[src/rtl/inst_encoder_if.sv]
// inst_encoder_if: sequencer-to-encoder field-level command handshake
interface inst_encoder_if #(
    parameter int OPCODE_LEN = 3,
    parameter int REG_LEN    = 4,
    parameter int SIMM_LEN   = 5,
    parameter int LIMM_LEN   = 8
);
    logic                  cmd_valid_i;
    logic                  cmd_ready_o;
    logic [OPCODE_LEN-1:0] cmd_opcode_i;
    logic [REG_LEN-1:0]    cmd_rd_i;
    logic [REG_LEN-1:0]    cmd_rs1_i;
    logic [REG_LEN-1:0]    cmd_rs2_i;
    logic                  cmd_func_i;
    logic [SIMM_LEN-1:0]   cmd_simm_i;
    logic [LIMM_LEN-1:0]   cmd_limm_i;
    modport master (
        output cmd_valid_i, cmd_opcode_i, cmd_rd_i, cmd_rs1_i, cmd_rs2_i,
               cmd_func_i, cmd_simm_i, cmd_limm_i,
        input  cmd_ready_o
    );
    modport slave (
        input  cmd_valid_i, cmd_opcode_i, cmd_rd_i, cmd_rs1_i, cmd_rs2_i,
               cmd_func_i, cmd_simm_i, cmd_limm_i,
        output cmd_ready_o
    );
endinterface

[src/rtl/inst_encoder.sv]
// inst_encoder: packs commands into 16-bit words, buffers and issues them; NPU_ENC_ILLEGAL_CHECK_EN drops reserved opcodes and pulses err_o
module inst_encoder #(
    parameter int INST_LEN   = 16,
    parameter int OPCODE_LEN = 3,
    parameter int REG_LEN    = 4,
    parameter int SIMM_LEN   = 5,
    parameter int LIMM_LEN   = 8,
    parameter int DEPTH      = 4
) (
    input  logic                clk,
    input  logic                rst_n,
    inst_encoder_if.slave       cmd,
    input  logic                stall_i,
    input  logic                flush_i,
    output logic [INST_LEN-1:0] inst_o,
    output logic                inst_valid_o,
    output logic                empty_o,
    output logic [15:0]         issued_cnt_o,
    output logic                err_o
);
    localparam int PW = $clog2(DEPTH);
    localparam logic [INST_LEN-1:0] BUBBLE = 16'hE000;

    logic [INST_LEN-1:0]   mem_q [DEPTH];
    logic [INST_LEN-1:0]   word, inst_q, inst_d;
    logic [OPCODE_LEN-1:0] op;
    logic [PW-1:0]         wr_ptr_q, wr_ptr_d, rd_ptr_q, rd_ptr_d;
    logic [PW:0]           count_q, count_d;
    logic [15:0]           issued_q, issued_d;
    logic                  inst_valid_q, inst_valid_d;
    logic                  illegal, fire, push, pop;

    assign op = cmd.cmd_opcode_i;

    // x00 load-format, x01 store-format, 010 mov; everything else takes the VMAC layout
    always_comb begin
        word = op[1:0] == 2'b00 ? {op, cmd.cmd_rd_i, cmd.cmd_rs1_i, cmd.cmd_simm_i}
             : op[1:0] == 2'b01 ? {op, {REG_LEN{1'b0}}, cmd.cmd_rs1_i, cmd.cmd_rs2_i, cmd.cmd_func_i}
             : op == 3'b010     ? {op, cmd.cmd_rd_i, cmd.cmd_limm_i, cmd.cmd_func_i}
             :                    {op, cmd.cmd_rd_i, cmd.cmd_rs1_i, cmd.cmd_rs2_i, cmd.cmd_func_i};
    end

`ifdef NPU_ENC_ILLEGAL_CHECK_EN
    logic err_q;
    assign illegal = &op[1:0];
    always_ff @(posedge clk) begin
        err_q <= rst_n && fire && illegal;
    end
    assign err_o = err_q;
`else
    assign illegal = 1'b0;
    assign err_o   = 1'b0;
`endif

    assign cmd.cmd_ready_o = !flush_i && !count_q[PW];
    assign fire = cmd.cmd_valid_i && cmd.cmd_ready_o;
    assign push = fire && !illegal;
    assign pop  = !flush_i && !stall_i && |count_q;

    always_comb begin
        count_d      = flush_i ? '0 : count_q + (PW+1)'(push) - (PW+1)'(pop);
        wr_ptr_d     = flush_i ? '0 : wr_ptr_q + PW'(push);
        rd_ptr_d     = flush_i ? '0 : rd_ptr_q + PW'(pop);
        inst_d       = flush_i ? BUBBLE : stall_i ? inst_q : pop ? mem_q[rd_ptr_q] : BUBBLE;
        inst_valid_d = flush_i ? 1'b0 : stall_i ? inst_valid_q : pop;
        issued_d     = issued_q + 16'(pop);
    end

    always_ff @(posedge clk) begin
        if (push) mem_q[wr_ptr_q] <= word;
    end

    always_ff @(posedge clk) begin
        if (!rst_n) begin
            count_q      <= '0;
            wr_ptr_q     <= '0;
            rd_ptr_q     <= '0;
            inst_q       <= BUBBLE;
            inst_valid_q <= 1'b0;
            issued_q     <= '0;
        end else begin
            count_q      <= count_d;
            wr_ptr_q     <= wr_ptr_d;
            rd_ptr_q     <= rd_ptr_d;
            inst_q       <= inst_d;
            inst_valid_q <= inst_valid_d;
            issued_q     <= issued_d;
        end
    end

    assign inst_o       = inst_q;
    assign inst_valid_o = inst_valid_q;
    assign empty_o      = ~|count_q;
    assign issued_cnt_o = issued_q;
endmodule
[src/flat_wrapper.sv]
// flat-port wrapper written by rule: the top's interface ports become plain ports
module inst_encoder_flat 
#(
    parameter int INST_LEN   = 16,
    parameter int OPCODE_LEN = 3,
    parameter int REG_LEN    = 4,
    parameter int SIMM_LEN   = 5,
    parameter int LIMM_LEN   = 8,
    parameter int DEPTH      = 4
)
  (clk, rst_n, stall_i, flush_i, inst_o, inst_valid_o, empty_o, issued_cnt_o, err_o, cmd_cmd_valid_i, cmd_cmd_opcode_i, cmd_cmd_rd_i, cmd_cmd_rs1_i, cmd_cmd_rs2_i, cmd_cmd_func_i, cmd_cmd_simm_i, cmd_cmd_limm_i, cmd_cmd_ready_o);
  inst_encoder_if #(.OPCODE_LEN(OPCODE_LEN), .REG_LEN(REG_LEN), .SIMM_LEN(SIMM_LEN), .LIMM_LEN(LIMM_LEN)) cmd_i ();
  input  logic clk;
  input  logic rst_n;
  input  logic stall_i;
  input  logic flush_i;
  output logic [INST_LEN-1:0] inst_o;
  output logic inst_valid_o;
  output logic empty_o;
  output logic [15:0] issued_cnt_o;
  output logic err_o;
  input wire logic [$bits(cmd_i.cmd_valid_i)-1:0] cmd_cmd_valid_i;
  input wire logic [$bits(cmd_i.cmd_opcode_i)-1:0] cmd_cmd_opcode_i;
  input wire logic [$bits(cmd_i.cmd_rd_i)-1:0] cmd_cmd_rd_i;
  input wire logic [$bits(cmd_i.cmd_rs1_i)-1:0] cmd_cmd_rs1_i;
  input wire logic [$bits(cmd_i.cmd_rs2_i)-1:0] cmd_cmd_rs2_i;
  input wire logic [$bits(cmd_i.cmd_func_i)-1:0] cmd_cmd_func_i;
  input wire logic [$bits(cmd_i.cmd_simm_i)-1:0] cmd_cmd_simm_i;
  input wire logic [$bits(cmd_i.cmd_limm_i)-1:0] cmd_cmd_limm_i;
  output wire logic [$bits(cmd_i.cmd_ready_o)-1:0] cmd_cmd_ready_o;
  assign cmd_i.cmd_valid_i = cmd_cmd_valid_i;
  assign cmd_i.cmd_opcode_i = cmd_cmd_opcode_i;
  assign cmd_i.cmd_rd_i = cmd_cmd_rd_i;
  assign cmd_i.cmd_rs1_i = cmd_cmd_rs1_i;
  assign cmd_i.cmd_rs2_i = cmd_cmd_rs2_i;
  assign cmd_i.cmd_func_i = cmd_cmd_func_i;
  assign cmd_i.cmd_simm_i = cmd_cmd_simm_i;
  assign cmd_i.cmd_limm_i = cmd_cmd_limm_i;
  assign cmd_cmd_ready_o = cmd_i.cmd_ready_o;
  inst_encoder #(.INST_LEN(INST_LEN), .OPCODE_LEN(OPCODE_LEN), .REG_LEN(REG_LEN), .SIMM_LEN(SIMM_LEN), .LIMM_LEN(LIMM_LEN), .DEPTH(DEPTH)) u_core (.clk(clk), .rst_n(rst_n), .cmd(cmd_i), .stall_i(stall_i), .flush_i(flush_i), .inst_o(inst_o), .inst_valid_o(inst_valid_o), .empty_o(empty_o), .issued_cnt_o(issued_cnt_o), .err_o(err_o));
endmodule
[config.mk]
export PLATFORM = sky130hd
export DESIGN_NAME = inst_encoder_flat
export DESIGN_NICKNAME = d
export VERILOG_FILES = /design/src/rtl/inst_encoder_if.sv /design/src/rtl/inst_encoder.sv /design/src/flat_wrapper.sv
export SDC_FILE = /design/constraint.sdc
export NUM_CORES = 1
export LEC_CHECK = 0
export CORE_MARGIN = 5
export CORE_UTILIZATION = 38
export CTS_CLUSTER_DIAMETER = 30
export CTS_CLUSTER_SIZE = 24
export DETAILED_ROUTE_END_ITERATION = 12
export PLACE_DENSITY_LB_ADDON = 0.3
export SYNTH_ARGS = -nofsm -noshare
export SYNTH_HDL_FRONTEND = slang
export SYNTH_SLANG_ARGS = --single-unit
[constraint.sdc]
create_clock -name clk -period 3.9 [get_ports clk]
set_clock_uncertainty 0.05 [all_clocks]
set_input_delay 0.78 -clock clk [delete_from_list [all_inputs] [get_ports clk]]
set_output_delay 0.78 -clock clk [all_outputs]
set_load 0.005 [all_outputs]
Word-level counts from Yosys, hierarchy flattened:

Memories as Yosys holds them, arrays and structs flattened. A register that Yosys moved wholly into a read port is not among the register bits.
Index checks and enable logic that the tools add are counted.

* register bits: 40
* RAM bits: 64
* input bits: 34
* output and inout bits: 36
* logic and storage cells: 33
* memories kept: 1

* add/sub/neg operators: 5
* equality and inequality tests: 2
* multiplexer cells: 7
* bitwise logic cells: 1
* reduce and logical (&&, ||, !) cells: 11

Memories
* u_core.mem_q: depth 4, width 16, rd ports 1, clocked after memory_dff 1, wr ports 1, line inst_encoder.sv:24 `logic [INST_LEN-1:0] mem_q [DEPTH];`

Operator list (count)
* 13-bit 2-to-1 mux: 2
* 16-bit by 1-bit adder with 16-bit output: 1
* 16-bit 2-to-1 mux: 1
* 9-bit 2-to-1 mux: 1
* 2-bit by 1-bit adder with 2-bit output: 2
* 1-bit logical AND: 4
* 1-bit logical NOT: 4
* 3-bit by 1-bit adder with 3-bit output: 1
* 3-bit by 2-bit == test with 1-bit output (second input constant): 1
* 3-bit OR reduction: 1
* 3-bit by 1-bit subtractor with 3-bit output: 1
* 2-bit by 1-bit == test with 1-bit output (second input constant): 1
* 2-bit logical NOT: 1
* 1-bit 2-to-1 mux: 2
* 2-bit 2-to-1 mux: 1
* 2-bit OR reduction: 1
* 1-bit inverter: 1

Depth between registers and ports, before layout:

Gate-level depths: netlist of run 1.

* word-level depth: 5
* mapped depth: 10
* gate-level depth less buffers: 10

Worst setup path after synthesis of run 1:

Ideal clock, no wire load.

* kind: input to register
* start: input port flush_i
* end: memory u_core.mem_q[0][0], enable pin
* data arrival time: 2.513 ns
* required time: 3.437 ns
* slack: 0.924 ns
* cell stages on the path: 2
* cells stage by stage: nor3b_1 nor3b_1

* word-level cells in the longest chain between the ends: 5

Ends and longest elaborated chain
* start, declared: line flat_wrapper.sv:16 `input logic flush_i;`
* 1-bit logical NOT: line inst_encoder.sv:55 `assign cmd.cmd_ready_o = !flush_i && !count_q[PW];`
* 1-bit logical AND: line inst_encoder.sv:55
* 1-bit logical AND: line inst_encoder.sv:56 `assign fire = cmd.cmd_valid_i && cmd.cmd_ready_o;`
* 1-bit 2-to-1 mux: line inst_encoder.sv:70 `if (push) mem_q[wr_ptr_q] <= word;`
* 1-bit 2-to-1 mux (implied by the code): line inst_encoder.sv:70
* end, declared: line inst_encoder.sv:24

No other way between the ends.

Worst setup path after layout of run 1:

* start: input port stall_i
* end: register u_core.issued_q[10], in the netlist u_core.issued_cnt_o[10]

* word-level cells in the longest chain between the ends: 4

Ends and longest elaborated chain
* start, declared: line flat_wrapper.sv:15 `input logic stall_i;`
* 1-bit logical NOT: line inst_encoder.sv:58 `assign pop = !flush_i && !stall_i && |count_q;`
* 1-bit logical AND (2 in series): line inst_encoder.sv:58
* net u_core.pop: line inst_encoder.sv:31 `logic illegal, fire, push, pop;`
* 16-bit by 1-bit adder with 16-bit output: line inst_encoder.sv:66 `issued_d = issued_q + 16'(pop);`
* end signal, assigned: line inst_encoder.sv:87 `issued_q <= issued_d;`
* end, declared: line inst_encoder.sv:29 `logic [15:0] issued_q, issued_d;`

The timed path passes the listed nets, and every way through them passes these cells.
A chain may end at the register's enable or synchronous reset.

==> results of run 1 <==
-- power by group through the flow --
stage	Clock (uW)	Sequential, uW	Combinational, uW
after floorplan	0	1210	56.2
after global placement	0	1220	116
after detailed placement	0	1220	119
after CTS	722	1190	119
after global routing	763	1190	130
final	698	1190	118
-- through the flow --
stage	hold slack, ns	setup slack, ns	std cells
2_1_floorplan	0.409	0.924	275
3_3_place_gp	0.404	0.611	479
3_5_place_dp	0.419	0.460	479
4_1_cts	0.433	0.859	495
5_1_grt	0.462	0.642	495
6_report	0.431	0.845	495
-- critical path, delay by kind of cell --
kind | cells | cell delay [ns]
AOI/OAI and AO/OA | 1 | 0.16
adders and majority gates | 2 | 0.50
and+or+nand+nor | 3 | 1.33
buffers and inverters | 1 | 0.52
-- layer usage --
metal / GRT usage [%] / up-vias
li1: - / 1217
met1: 16.3 / 1276
met2: 22.2 / 66
met3: 2.80 / 4
met4: 4.04 / 0
met5: 0 / -
-- registers in the layout, indices dropped and copies added, names as in the netlist --
name,flops
u_core.wr_ptr_q,2
u_core.count_q,3
u_core.inst_o,16
u_core.rd_ptr_q,2
u_core.mem_q,64
u_core.issued_cnt_o,16
u_core.inst_valid_o,1
-- path summary, 6_finish.rpt --
path	from	cells after the start	to
hold / removal	u_core.issued_cnt_o[15]$_SDFF_PN0_	2	u_core.issued_cnt_o[15]$_SDFF_PN0_
setup / recovery	stall_i	7	u_core.issued_cnt_o[10]$_SDFF_PN0_
hold reg to reg	u_core.issued_cnt_o[15]$_SDFF_PN0_	2	u_core.issued_cnt_o[15]$_SDFF_PN0_
setup reg to reg	u_core.count_q[1]$_SDFF_PP0_	7	u_core.issued_cnt_o[10]$_SDFF_PN0_
-- synth_stat cells, types with 3 or more instances --
| master | n | area share, % |
|---|---|---|
| mux2i_1 | 3 | 0.73 |
| buf_2 | 4 | 0.48 |
| xor2_1 | 3 | 0.63 |
| edfxtp_1 | 64 | 46 |
| nand2b_1 | 4 | 0.60 |
| o31ai_1 | 4 | 0.73 |
| ha_1 | 7 | 2.1 |
| clkbuf_1 | 3 | 0.27 |
| nor4_1 | 3 | 0.45 |
| nand3_1 | 4 | 0.48 |
| nand2_1 | 8 | 0.73 |
| nor2_1 | 13 | 1.2 |
| nor3_2 | 3 | 0.73 |
| a22oi_1 | 8 | 1.5 |
| or4_1 | 4 | 0.73 |
| or3_1 | 5 | 0.76 |
| o21ai_1 | 4 | 0.48 |
| nand4_1 | 6 | 0.91 |
| mux2_1 | 5 | 1.4 |
| xnor2_1 | 3 | 0.63 |
| mux4_2 | 16 | 8.7 |
| a22o_1 | 13 | 2.7 |
| o21ai_0 | 4 | 0.48 |
| dfxtp_1 | 40 | 19 |
| inv_1 | 7 | 0.63 |
| o22a_1 | 3 | 0.63 |
| a21oi_1 | 8 | 0.97 |
| and2_1 | 11 | 1.7 |
-- layout make-up --
| cell class | instances | share of cell area (%) |
|---|---|---|
| Clock inverter | 7 | 1.66 |
| Timing Repair Buffer | 74 | 14.0 |
| Tap cell | 140 | 3.37 |
| Multi-Input combinational cell | 153 | 25.7 |
| Inverter | 8 | 0.577 |
| Clock buffer | 9 | 2.38 |
| Sequential cell | 104 | 52.4 |
-- logic make-up after synthesis --
family	Yosys count	synth area share (%)
AOI/OAI and AO/OA	45	7.67
other	1	0.0905
muxes	24	10.8
xor gates and xnor gates	6	1.27
and+or+nand+nor	69	9.73
adders and majority gates	8	2.60
DFF	104	65.7
buffers and inverters	18	2.11
==> results.md, run 1 <==
* Clk_lat worst skew at 0.36 ns
* Seq pwr share at 59.4%
* Final Util at 48.4%
* Outcome: finished clean
* Most frequent cells in the layout: clkdlybuf4s50_1 (68), edfxtp_1 (64), dfxtp_1 (40)
* DR WL met2 at 4120 um
* Postcts setup bufs at 0
* FP Rows at 38
* GPL Wtd Cong at 0.742
* Pwr dens at 386 mW/mm2
* Part of the power in the clock network at 34.8%
* CTS HTree Levels at 3
* Mapped Cells at 275
* Wire length on met3 at 350 um
* First-pass GRT wire length at 13200 um
* Internal power at 1560 uW
* Num CTS Buffers at 9
* Multi-input gate area at 0.00134 mm2
* CP max stage cell: nor3_1
* Initial drt markers at 131
* CTS Hold Bufs at 0
* Synthesis Warnings at 0
* Hold Violations, Final at 0
* Synth-to-layout area growth at 25.6%
* Slew @ Worst Pin at 0.870 ns
* Startpoint Class: primary input
* Pin count of the biggest net entering global routing at 20
* Total grt overflow at 0
* # DRC at 0
* Crit. End Element: register
* Switching share of total power at 22.3%
* Post-CTS sizing at 0
* DIE AREA at 0.0131 mm2
* Most common cell after layout, fill and taps aside: clkdlybuf4s50_1
* Critical path type: in -> reg
* Initial core utilization at 38.5%
* WL final at 8110 um
* Critical path fanouts, max at 9
* Final setup vio count at 0
* Number of fill cells at 992
* Width of the chip at 114 um
* Post-route clock period utilization at 78.3%
* CP max stage delay at 0.58 ns
* Slew HR at 41.9%
* Highest Signal Layer: met4
* CTS Root Cell: clkbuf_8
* VDD IR-drop max at 160 uV
* Mean Syn Cell Area at 15.1 um2
* Port Buf Inserts at 68
* ANT nets after route at 0
* Core area at 0.0107 mm2
* HP Class: reg -> reg
* Pleak at 0.00172 uW
* Clk slew on worst S/H paths at 0.10 ns
* Post-synth design cell area at 0.00414 mm2
* Synth Register Bits at 104
* Netlist cell types at 39
* Critical Path Most Common Cell: ha_1
* Final net count at 392
* Antenna Cells at 0
* Via-per-instance ratio at 5.18
* Met1 Wirelength at 3570 um
* Max-cap violations at 0
* Router iterations before antenna repair at 4
* TritonCTS clock tree: done
* Switch Pwr at 447 uW
* Register Area at 0.00272 mm2
* Asr flop ratio synth at 0%
* Minimum clock period at 3.06 ns
* GRT Resource Usage Total at 12.9%
* Synth Net Count at 317
* Die height at 114 um
* Vias post-DR at 2563
* Fmax at 327 MHz
* Final Max Tran Viols at 0
* Fin area at 0.00520 mm2
* Placed cell areas at 0.00499 mm2
* IO Pins at 70
* Routed len/inst at 16.4 um
* Worst endpoint required time at 4.13 ns
* Total Power at 2010 uW
* # clock sinks at 104
* Seq/Total Area, Yosys at 65.7%
* TNS Setup at 0 ns
* Logic pwr share at 5.9%
* Final HPWL DP at 5530 um
* Vias in the first global route at 2693
* RSZ-0062 raised after global routing: false
* Max Root-Sink Buffers at 2
* Dominant synthesized flop cell: edfxtp_1
* Share of layout cells above drive strength 1 at 12.7%
* CP Cell Sequence: clkdlybuf4s50_1 > nor3_1 > ha_1 > ha_1 > nand4_2 > or4_1 > a21oi_1
* R2r setup slk at 1.35 ns
* Initial antenna violation count at 0
* Number of enable flip-flop cells after synthesis at 64
* Worst Path Arrival at 3.29 ns
Power figures use the tool's default switching activity.
==> run 2: changes to the inputs <==
- clock period: 3.9 -> 3.1 ns (I/O delays scaled with it)
==> run 2 against run 1 <==
Via count increased by 0.82%; utilization increased by 0.37 points; count of clock-buffer cells in the layout unchanged; global-route usage increased by 0.29 points; flip-flop and latch count unchanged; final cell count increased by 1.2%; register-to-register slack got worse by 0.66 ns; sequential share of layout area decreased by 0.40 points; wire length increased by 0.84%; critical path type unchanged; critical endpoint is now u_core.issued_cnt_o[12]$_SDFF_PN0_.
==> results.md, run 2 (synthesis gave the netlist of run 1 again) <==
* Die height at 114 um
* Most common cell after layout, fill and taps aside: clkdlybuf4s50_1
* Pin count of the biggest net entering global routing at 22
* # DRC at 0
* TNS Setup at 0 ns
* Share of layout cells above drive strength 1 at 14.1%
* First-pass GRT wire length at 13300 um
* Synth-to-layout area growth at 26.5%
* Inst Count DP at 485
* VDD IR-drop max at 211 uV
* # clock sinks at 104
* Clk slew on worst S/H paths at 0.10 ns
* CP Cell Sequence: clkdlybuf4s50_1 > nor3_1 > buf_4 > ha_1 > ha_1 > nand4_2 > or4_1 > a21oi_1
* Crit-path leading delay family: simple AND/OR/NAND/NOR gates
* Vias post-DR at 2584
* GRT Resource Usage Total at 13.2%
* GPL Wtd Cong at 0.767
* Post-route clock period utilization at 81.7%
* CP max stage cell: or4_1
* Postcts setup bufs at 0
* FP Rows at 38
* R2r endpoint: u_core.count_q[2]$_SDFF_PP0_
* Slew @ Worst Pin at 0.915 ns
* Pwr dens at 474 mW/mm2
* Initial drt markers at 90
* Fin cells at 501
* Final Max Tran Viols at 0
* R2R depth at 11
* Total grt overflow at 0
* Worst endpoint required time at 3.34 ns
* Most flop-heavy register: u_core.mem_q
* Critical path type: in -> reg
* Antenna Cells at 0
* Most frequent cells in the layout: clkdlybuf4s50_1 (68), edfxtp_1 (64), dfxtp_1 (40)
* WL final at 8180 um
* Bufs and invs on worst path at 2
* ANT nets after route at 0
* Max-cap violations at 0
* Hold EP: u_core.inst_o[6]$_SDFFE_PP0N_
* Width of the chip at 114 um
* R2r setup slk at 0.69 ns
* Slew HR at 38.9%
* Via-per-instance ratio at 5.16
* Router iterations before antenna repair at 4
* RSZ-0062 raised after global routing: false
* Final Util at 48.8%
* Max Root-Sink Buffers at 2
* Port Buf Inserts at 68
* Final setup vio count at 0
* Final net count at 398
* Initial core utilization at 38.5%
* Post-CTS sizing at 0
* TritonCTS clock tree: done
* Reg-to-reg startpoint: u_core.count_q[2]$_SDFF_PP0_
* Num CTS Buffers at 9
* Crit. End Element: register
* HP Class: reg -> reg
* Minimum clock period at 2.53 ns
* Hold path start: u_core.inst_o[6]$_SDFFE_PP0N_
* Clk_lat worst skew at 0.36 ns
* Total Power at 2490 uW
* Critical path fanouts, max at 9
* Final HPWL DP at 5690 um
* Vias in the first global route at 2660
* Core area at 0.0107 mm2
* IO Pins at 70
* Initial antenna violation count at 0
* Critical Path Most Common Cell: ha_1
* Hold Violations, Final at 0
* CTS HTree Levels at 3
* Worst Path Arrival at 2.78 ns
* CTS Root Cell: clkbuf_8
* Fmax at 395 MHz
* Pleak at 0.00175 uW
* DIE AREA at 0.0131 mm2
* CTS Hold Bufs at 0
* Outcome: finished clean
* Worst hold stages at 1
* Max reg flops at 64
* Startpoint Class: primary input
* CP max stage delay at 0.55 ns
* Routed len/inst at 16.3 um
run 2: changes by cell type in the layout (fill, tap and decap cells not counted), sizes merged:
| cell | delta |
|---|---|
| clkinv | +1 |
| bufinv | -1 |
| inv | +1 |
| buf | +6 |
| clkinvlp | -1 |
run 2: metal layers:
metal	vias up	track usage, %	share of wire [%]
met5	-	0	0
met4	0	4.51	1.7
met3	9	3.54	4.6
met2	68	22.5	51
met1	1276	16.2	43
li1	1231	-	-
run 2: worst max path at each step:
| stage | end | slack, ns | depth (start not counted) | startpoint |
|---|---|---|---|---|
| 6_report | u_core.issued_cnt_o[12]$_SDFF_PN0_ | 0.57 | 8 | flush_i |
| 5_1_grt | u_core.issued_cnt_o[12]$_SDFF_PN0_ | 0.43 | 8 | flush_i |
| 4_1_cts | u_core.issued_cnt_o[12]$_SDFF_PN0_ | 0.57 | 8 | flush_i |
| 3_5_place_dp | u_core.issued_cnt_o[12]$_SDFF_PN0_ | 0.18 | 8 | flush_i |
| 3_3_place_gp | u_core.issued_cnt_o[12]$_SDFF_PN0_ | 0.28 | 8 | flush_i |
| 2_1_floorplan | u_core.mem_q[0][0]$_DFFE_PP_ | 0.28 | 2 | flush_i |
run 2: cell type report:
cell class,instances,area (um2)
clock buffer,9,124
fill,963,5510
multi-input combinational,153,1340
tap,140,175
timing repair buffer,80,771
clock inverter,7,81.3
inverter,8,30.0
sequential,104,2720
run 2: worst reg2reg max path, stage by stage (launching register included):
cell and delay, ns:
dfxtp_1 0.37, nor3_2 0.36, nor3_1 0.08, buf_4 0.16, ha_1 0.28, inv_1 0.05, ha_1 0.13, inv_1 0.05
fa_1 0.37, xor2_1 0.16, and2_1 0.16, nor3_1 0.12
run 2: power by group:
group / switching [uW] / internal (uW) / total [uW]
Sequential: 6.93 / 1490 / 1500
Clock: 509 / 326 / 835
Combinational: 69.1 / 84.1 / 153
run 2: through the flow:
step / setup slack [ns] / area (um2) / hold WS, ns
global route: 0.429 / 5240 / 0.450
floorplan: 0.284 / 4140 / 0.409
global placement: 0.283 / 5030 / 0.414
detailed placement: 0.178 / 5030 / 0.416
CTS: 0.568 / 5240 / 0.445
finish: 0.566 / 5240 / 0.441
==> run 3: changes to the inputs <==
- clock period: 3.1 -> 2.6 ns (I/O delays scaled with it)
==> run 3 against run 2 <==
Wire length decreased by 1.1%; utilization increased by 0.75 points; sequential share of layout area is 0.78 points lower; hold slack got worse by 0.0017 ns; combinational power is 26% higher; non-clock buffer count rose by 10; setup slack worse by 0.36 ns.
==> results.md, run 3 (synthesis gave the netlist of run 1 again) <==
* Port Buf Inserts at 68
* Bufs and invs on worst path at 3
* Post-route clock period utilization at 91.9%
* # clock sinks at 104
* Vias post-DR at 2570
* VDD IR-drop max at 270 uV
* Crit. End Element: register
* WL final at 8090 um
* Highest Signal Layer: met4
* Reg-to-reg startpoint: u_core.count_q[2]$_SDFF_PP0_
* R2R depth at 11
* HP Class: reg -> reg
* Minimum clock period at 2.39 ns
* ANT nets after route at 0
* Initial antenna violation count at 0
* Antenna Cells at 0
* Critical path fanouts, max at 5
* R2r setup slk at 0.21 ns
* Startpoint Class: register
* GPL Wtd Cong at 0.728
* DR WL met2 at 4190 um
* Max-cap violations at 0
* Postcts setup bufs at 0
* Initial drt markers at 145
* Internal power at 2300 uW
* Worst Path Arrival at 2.62 ns
* Max Root-Sink Buffers at 2
* CP max stage cell: dfxtp_1
* Synth-to-layout area growth at 28.5%
* Routed len/inst at 15.8 um
* Worst hold stages at 1
* IO Pins at 70
* Max reg flops at 64
* Pwr dens at 552 mW/mm2
* Post-CTS sizing at 0
* CTS HTree Levels at 3
* Router iterations before antenna repair at 6
* Hold Violations, Final at 0
* TritonCTS clock tree: done
* Via-per-instance ratio at 5.03
* GRT Resource Usage Total at 12.9%
* Fin area at 0.00532 mm2
* Outcome: finished clean
* Hold path start: u_core.inst_o[8]$_SDFFE_PP0N_
* Switching share of total power at 21.7%
* Wire length on met3 at 401 um
* Final net count at 408
* Final setup vio count at 0
* Most common cell after layout, fill and taps aside: clkdlybuf4s50_1
* Worst endpoint required time at 2.83 ns
* Hold EP: u_core.inst_o[8]$_SDFFE_PP0N_
* Vias in the first global route at 2567
* First-pass GRT wire length at 13000 um
* RSZ-0062 raised after global routing: false
* Width of the chip at 114 um
* Seq pwr share at 60.8%
* Initial core utilization at 38.5%
* Num CTS Buffers at 9
* CP max stage delay at 0.38 ns
* Pin count of the biggest net entering global routing at 19
* # DRC at 0
* Most flop-heavy register: u_core.mem_q
* Part of the power in the clock network at 32.6%
* Met1 Wirelength at 3440 um
* Placed cell areas at 0.00512 mm2
* DIE AREA at 0.0131 mm2
* Logic pwr share at 6.6%
* TNS Setup at 0 ns
* Total grt overflow at 0
* Clk_lat worst skew at 0.36 ns
* Final Max Tran Viols at 0
* Fmax at 419 MHz
* Crit-path leading delay family: adder cells
* Most frequent cells in the layout: clkdlybuf4s50_1 (68), edfxtp_1 (64), dfxtp_1 (40)
* CTS Hold Bufs at 0
* FP Rows at 38
* Final HPWL DP at 5770 um
* Worst hold slack at 0.439 ns
* Die height at 114 um
* Clk slew on worst S/H paths at 0.10 ns
* Share of layout cells above drive strength 1 at 15.9%
* Critical path type: reg -> reg
* Pleak at 0.00180 uW
* Core area at 0.0107 mm2
* R2r endpoint: u_core.count_q[2]$_SDFF_PP0_
* Switch Pwr at 636 uW
* CTS Root Cell: clkbuf_8
* CP Cell Sequence: nor3_4 > nor3_1 > buf_4 > ha_1 > inv_1 > ha_1 > inv_1 > fa_1 > xor2_1 > and2_1 > nor3_1
==> run 3: through the flow <==
step / worst slack, ns / std cells / utilization (%) / total power [uW]
global placement: -0.0648 / 495 / 47.7 / 2010
detailed placement: -0.0942 / 495 / 47.7 / 2020
global route: 0.0321 / 511 / 49.5 / 3060
floorplan: 0.336 / 275 / - / 1910
finish: 0.211 / 511 / 49.5 / 2940
CTS: 0.174 / 511 / 49.5 / 2980
==> run 3: per-layer routing <==
metal  track usage [%]  vias to the layer above
met3              4.02                        7
met1              15.2                     1260
met4              3.09                        0
li1                  -                     1246
met2              22.8                       57
met5                 0                        -
==> run 3: worst max path at each step <==
stage | start | to | slack, ns | cells past startpoint
global placement | stall_i | u_core.issued_cnt_o[12]$_SDFF_PN0_ | -0.06 | 8
CTS | u_core.count_q[2]$_SDFF_PP0_ | u_core.count_q[2]$_SDFF_PP0_ | 0.17 | 11
floorplan | stall_i | u_core.count_q[2]$_SDFF_PP0_ | 0.34 | 9
detailed placement | stall_i | u_core.issued_cnt_o[12]$_SDFF_PN0_ | -0.09 | 8
finish | u_core.count_q[2]$_SDFF_PP0_ | u_core.count_q[2]$_SDFF_PP0_ | 0.21 | 11
global route | u_core.count_q[2]$_SDFF_PP0_ | u_core.count_q[2]$_SDFF_PP0_ | 0.03 | 11
==> run 3: layout make-up <==
| type | count | area (um2) |
|---|---|---|
| fillers | 1000 | 5430 |
| flip-flops and latches | 104 | 2720 |
| multi-input cells | 153 | 1340 |
| repair buffers | 90 | 858 |
| well taps | 140 | 175 |
| clock buffers | 11 | 153 |
| clock inverters | 5 | 38.8 |
| inverters | 8 | 30.0 |
==> run 3: power groups by stage <==
| stage | Sequential [uW] | Clock (uW) | Combinational (uW) |
|---|---|---|---|
| 2_1_floorplan | 1820 | 0 | 84.6 |
| 3_3_place_gp | 1820 | 0 | 189 |
| 3_5_place_dp | 1820 | 0 | 195 |
| 4_1_cts | 1790 | 998 | 195 |
| 5_1_grt | 1790 | 1060 | 213 |
| 6_report | 1790 | 956 | 193 |
